<file path="src/rtl/serial_word_receiver.sv">
// LSB-first framed serial receiver (start, WIDTH data, optional even parity, stop)
// feeding a one-entry valid/ready output register. Optional macro: PARITY_CHECK_EN.
module serial_word_receiver #(
    parameter int unsigned WIDTH = 4
) (
    input  logic             clk,
    input  logic             clear,
    input  logic             sdata,
    input  logic             svalid,
    output logic [WIDTH-1:0] dout,
    output logic             dout_valid,
    input  logic             dout_ready,
    output logic             frame_err,
    output logic             parity_err,
    output logic             overrun,
    output logic             busy
);

    localparam int unsigned CNT_W = $clog2(WIDTH);
    localparam logic [CNT_W-1:0] LAST_BIT = CNT_W'(WIDTH - 1);

`ifdef PARITY_CHECK_EN
    typedef enum logic [1:0] {IDLE = 2'd0, DATA = 2'd1, PARITY = 2'd2, STOP = 2'd3} state_t;
`else
    typedef enum logic [1:0] {IDLE = 2'd0, DATA = 2'd1, STOP = 2'd2} state_t;
`endif

    state_t             state_q, state_d;
    logic [CNT_W-1:0]   cnt_q, cnt_d;
    logic [WIDTH-1:0]   shift_q, shift_d;
    logic [WIDTH-1:0]   dout_q, dout_d;
    logic               dout_valid_q, dout_valid_d;
    logic               frame_err_q, frame_err_d;
    logic               overrun_q, overrun_d;
    logic               busy_q, busy_d;
    logic               good_frame;
`ifdef PARITY_CHECK_EN
    logic               par_bad_q, par_bad_d;
    logic               parity_err_q, parity_err_d;
`endif

    // State and output registers
    always_ff @(posedge clk) begin
        if (clear) begin
            state_q      <= IDLE;
            cnt_q        <= '0;
            shift_q      <= '0;
            dout_q       <= '0;
            dout_valid_q <= 1'b0;
            frame_err_q  <= 1'b0;
            overrun_q    <= 1'b0;
            busy_q       <= 1'b0;
`ifdef PARITY_CHECK_EN
            par_bad_q    <= 1'b0;
            parity_err_q <= 1'b0;
`endif
        end else begin
            state_q      <= state_d;
            cnt_q        <= cnt_d;
            shift_q      <= shift_d;
            dout_q       <= dout_d;
            dout_valid_q <= dout_valid_d;
            frame_err_q  <= frame_err_d;
            overrun_q    <= overrun_d;
            busy_q       <= busy_d;
`ifdef PARITY_CHECK_EN
            par_bad_q    <= par_bad_d;
            parity_err_q <= parity_err_d;
`endif
        end
    end

    // Frame sequencing, word assembly and output register handshake
    always_comb begin
        state_d      = state_q;
        cnt_d        = cnt_q;
        shift_d      = shift_q;
        dout_d       = dout_q;
        dout_valid_d = dout_valid_q;
        frame_err_d  = 1'b0;
        overrun_d    = 1'b0;
        good_frame   = 1'b0;
`ifdef PARITY_CHECK_EN
        par_bad_d    = par_bad_q;
        parity_err_d = 1'b0;
`endif

        if (dout_valid_q && dout_ready) begin
            dout_valid_d = 1'b0;
        end

        case (state_q)
            IDLE: begin
                if (svalid && !sdata) begin
                    state_d = DATA;
                    cnt_d   = '0;
                end
            end
            DATA: begin
                if (svalid) begin
                    shift_d = {sdata, shift_q[WIDTH-1:1]};
                    cnt_d   = cnt_q + CNT_W'(1);
                    if (cnt_q == LAST_BIT) begin
                        cnt_d = '0;
`ifdef PARITY_CHECK_EN
                        state_d = PARITY;
`else
                        state_d = STOP;
`endif
                    end
                end
            end
`ifdef PARITY_CHECK_EN
            PARITY: begin
                if (svalid) begin
                    par_bad_d = ^{shift_q, sdata};
                    state_d   = STOP;
                end
            end
`endif
            STOP: begin
                if (svalid) begin
                    state_d = IDLE;
                    if (!sdata) begin
                        frame_err_d = 1'b1;
`ifdef PARITY_CHECK_EN
                    end else if (par_bad_q) begin
                        parity_err_d = 1'b1;
`endif
                    end else begin
                        good_frame = 1'b1;
                    end
                end
            end
            default: state_d = IDLE;
        endcase

        // A full register is only replaced if it is being drained this cycle
        if (good_frame) begin
            if (!dout_valid_q || dout_ready) begin
                dout_d       = shift_q;
                dout_valid_d = 1'b1;
            end else begin
                overrun_d = 1'b1;
            end
        end

        busy_d = (state_d != IDLE);
    end

    assign dout       = dout_q;
    assign dout_valid = dout_valid_q;
    assign frame_err  = frame_err_q;
    assign overrun    = overrun_q;
    assign busy       = busy_q;
`ifdef PARITY_CHECK_EN
    assign parity_err = parity_err_q;
`else
    assign parity_err = 1'b0;
`endif

endmodule

</file>
<file path="config.mk">
export PLATFORM = sky130hd
export DESIGN_NAME = serial_word_receiver
export DESIGN_NICKNAME = d
export VERILOG_FILES = /design/src/rtl/serial_word_receiver.sv
export SDC_FILE = /design/constraint.sdc
export NUM_CORES = 1
export LEC_CHECK = 0
export BUFFER_PORTS_ARGS = -buffer_cell sky130_fd_sc_hd__clkbuf_2
export CORE_AREA = 4 4 56 45
export DETAILED_ROUTE_END_ITERATION = 10
export DIE_AREA = 0 0 60 49
export GPL_ROUTABILITY_DRIVEN = 0
export GPL_TIMING_DRIVEN = 1
export SYNTH_ARGS = -nofsm -noshare
export SYNTH_HDL_FRONTEND = slang
export SYNTH_SLANG_ARGS = --single-unit
</file>
<file path="constraint.sdc">
create_clock -name clk -period 1.1 [get_ports clk]
set_clock_uncertainty 0.1 [all_clocks]
set_input_delay 0.33 -clock clk [delete_from_list [all_inputs] [get_ports clk]]
set_output_delay 0.33 -clock clk [all_outputs]
set_load 0.005 [all_outputs]
</file>
After elaboration in Yosys (flattened, before gate mapping)
Cells that the tools add are included.

Register bits: 16. Input bits: 5. Output and inout bits: 9.

Add/subtract/negate cells: 1. Equality and inequality tests: 5. Mux-type cells: 17. Bitwise logic cells: 3. Reduce and logical (&&, ||, !) cells: 13.

Operator list (count): two-way mux 2 bit (7); two-way mux 1 bit (8); case mux 2 bit (3 select lines) (1); equality test 2 bit (second input constant) (2); inequality test 2 bit (second input constant) (2); case mux 2 bit (2 select lines) (1); AND reduction 2 bit (2); nonzero test 2 bit (2); inverter 1 bit (3); AND reduction 3 bit (1); OR reduction 3 bit (1); adder 2 x 1 -> 2 bit (second input constant) (1); equality test 2 x 1 -> 1 bit (second input constant) (1); logical AND 1 bit (2); zero test 1 bit (2); zero test 2 bit (1); OR reduction 2 bit (1); logical OR 1 bit (1).

Logic depth before layout (Yosys ltp)
Word-level depth: 5. Gate-level depth with buffers: 5. Gate-level depth less buffers: 4.

Worst setup path before layout
OpenSTA, ideal clock, no wires.

Path kind: input-to-reg. From: input port svalid. To: register dout_q[0], in the netlist dout[0]. Setup time: 0.072 ns. Arrival time: 1.046 ns. Path slack: -0.117 ns. Stages: 5. Path through: buf_2 > nand4b_1 > nor2b_1 > buf_2 > mux2i_1.

Longest elaborated chain between the ends: 3.

RTL lines: from (decl) (RTL line 9) `input logic svalid,`; two-way mux 1 bit (RTL line 122) `if (svalid) begin`; two-way mux 1 bit (RTL line 92) `case (state_q)`; AND reduction 2 bit (no line); to (signal assigned) (RTL line 61) `dout_q <= dout_d;`; to (decl) (RTL line 31) `logic [WIDTH-1:0] dout_q, dout_d;`.

No other way between the ends. A chain may end at the register's enable or synchronous reset.

Final worst setup path
From: register state_q[0]. To: register dout_q[0], in the netlist dout[0].

Longest elaborated chain between the ends: 3.

RTL lines: from (decl) (RTL line 28) `state_t state_q, state_d;`; from (signal assigned) (RTL line 58) `state_q <= state_d;`; equality test 2 bit (RTL line 92); two-way mux 1 bit (RTL line 92); AND reduction 2 bit (no line).

No other way between the ends.

==> reports/metrics.yaml <==
arrival_ns: 1.29
layout_setup_ws_ns: -0.06817
hold_viol: 0
power_w: 0.001088
die_h_um: 49
p_per_area_nw_per_um2: 1167
num_antenna_cells: 0
cts_root_buf: "clkbuf_4"
leakage_nw: 0.3976
via_per_inst: 4.647
start_kind: "flop"
ir_drop_uv: 639.7
crit-reg2reg-launch: "state_q[0]"
final_layout_size_suffix_gt1_frac: 0.5000
cp.required_ns: 1.22
rsz0062_at_grt: "yes"
io_pins: 14
grt_use_total: 0.09926
grt_pass1_wl_mm: 2.152
wl_mm: 1.326
grt_pass1_vias: 490
r2r-end: "dout[0]"
place_ws_ns: -0.1627
post-dp-hpwl_um: 960.7
cts_buffers: 3
clock_sinks: 16
hp-start: "clear"
num_rows: 14
die_w_um: 60
portBuffers: 12
regArea_um2: 334.1
fill_cells: 199
dr.pass1.iters: 4
status: "finished with violations"
die_area_um2: 2940
crit_fanout: 6
h-tree-depth: 1
layout.nets: 99
ys_ff_latch: 16
vias: 539
cp-end-kind: "flop"
r2r_slack_ns: -0.07
syn_area_um2: 680.7
fin_setup_tns_ns: -0.7432
initial_core_util: 0.3469
min_period_ns: 1.168
avgSynthCellArea_um2: 9.865
drc: 0
min_to: "state_q[0]"
slew_violations: 0
holdPathStages: 3
detail_route.wl_per_cell_um: 11.43
synthCells: 69
ff2ff_path_depth: 4
synth_warnings: 0
setup_viol: 15
finalCritPeriodShare: 1.062
clock_path_buffers: 2
grt_start_max_net_pins: 15
crit_type: "flop to flop"
coreArea_um2: 1962
syn-num-nets: 75
multi_input_area_um2: 361.6
cts.reportedPaths.clkPinSlew_ns: 0.10
clock_latency_ns: 0.29
ant_nets: 0
fmaxAchievable_mhz: 856.0
drt-initial-drc-count: 5
violations: "negative setup slack"
grt_overflow: 0
ys_seq_area_frac: 0.4706
hold_class: "primary input to flop"
antenna_found_initial: 0
syn_to_final_growth_pct: 36.95
maxCapViolations: 0
synth_cell_types: 23
cts_tree: "built"
-- Yosys cell counts --
master | n | area share
dfxtp_1 | 16 | 0.47
nand2b_1 | 10 | 0.092
mux2i_1 | 8 | 0.12
nor2_1 | 6 | 0.033
a21oi_1 | 4 | 0.029
nand4b_1 | 4 | 0.051
buf_2 | 3 | 0.022
nor2b_1 | 2 | 0.018
o21ai_0 | 2 | 0.015
a21oi_2 | 1 | 0.013
and3b_1 | 1 | 0.013
buf_4 | 1 | 0.011
buf_6 | 1 | 0.017
clkbuf_1 | 1 | 0.0055
conb_1 | 1 | 0.0055
ha_1 | 1 | 0.018
nand2_1 | 1 | 0.0055
nand3b_1 | 1 | 0.011
nor3_1 | 1 | 0.0073
nor3b_1 | 1 | 0.011
o21bai_1 | 1 | 0.011
or2_2 | 1 | 0.0092
or3b_1 | 1 | 0.013
-- sequential cells by signal, indices dropped and copies added, names as in the netlist --
name	cells
state_q	2
busy	1
frame_err	1
cnt_q	2
dout	4
shift_q	4
dout_valid	1
overrun	1
-- cell type report --
class	instances	area share
clock buffer	4	0.03893
multi-input combinational	47	0.3879
sequential	16	0.3584
tap	24	0.03221
timing repair buffer	25	0.1826
-- worst max-delay path: stages, from the launching register on --
cell,delay [ns]
dfxtp_2,0.36
nand4b_1,0.20
nor2b_1,0.13
buf_4,0.15
mux2i_1,0.17
-- per-stage QoR --
step                instance area, um2  hold slack, ns  instances  utilization
floorplan                        693.2          0.3517         69            -
global placement                 835.8          0.3599        111       0.4260
detailed placement               835.8          0.3684        111       0.4260
CTS                              887.1          0.2569        116       0.4522
global route                     932.1          0.2732        116       0.4751
finish                           932.1          0.2599        116       0.4751
-- power by group --
part | internal, W | switching, W | total [W]
registers | 0.000586 | 0.00000851 | 0.000594
logic | 0.0000531 | 0.0000432 | 0.0000964
clock network | 0.000202 | 0.000195 | 0.000397
total | 0.000841 | 0.000247 | 0.00109
-- logic make-up after synthesis --
kind of cell / after synthesis / synth area share
fa+ha+maj: 1 / 0.01838
buf+inv: 6 / 0.05514
compound gates: 8 / 0.06802
flops: 16 / 0.4706
simple gates: 29 / 0.2647
mux: 8 / 0.1177
other cells: 1 / 0.005509
-- metal layers --
metal | track usage | vias to the layer above | routed length (um) | part of all wire
li1 | - | 279 | - | -
met1 | 0.1317 | 246 | 638 | 0.48
met2 | 0.1331 | 10 | 598 | 0.45
met3 | 0.01587 | 4 | 49 | 0.037
met4 | 0.08856 | 0 | 40 | 0.030
met5 | 0 | - | 0 | 0
-- cell usage in the layout, fill, tap and decap left out, types with 3 or more instances in the layout --
master / instances
dfxtp_2: 8
buf_4: 12
nor2_1: 5
nand4b_1: 4
clkbuf_4: 3
a21oi_1: 4
clkbuf_2: 12
mux2i_1: 8
dfxtp_1: 7
nand2b_1: 9
-- worst max-delay path by stage --
stage                    start       to  cells after the start
floorplan           state_q[0]  dout[0]                      5
global placement        svalid     busy                      4
detailed placement      svalid  dout[0]                      5
CTS                 state_q[0]  dout[0]                      4
global route        state_q[0]  dout[1]                      4
finish              state_q[0]  dout[0]                      4
-- repair_timing --
action / in CTS / in global routing
gates resized for setup: 7 / 13
endpoints found under the setup margin: 21 / 23
hold endpoints to repair: 0 / 0
setup buffers: 1 / 0
hold buffers: 0 / 0
pin swaps: 0 / 4
Note: power is estimated with default switching activity, not from simulation.
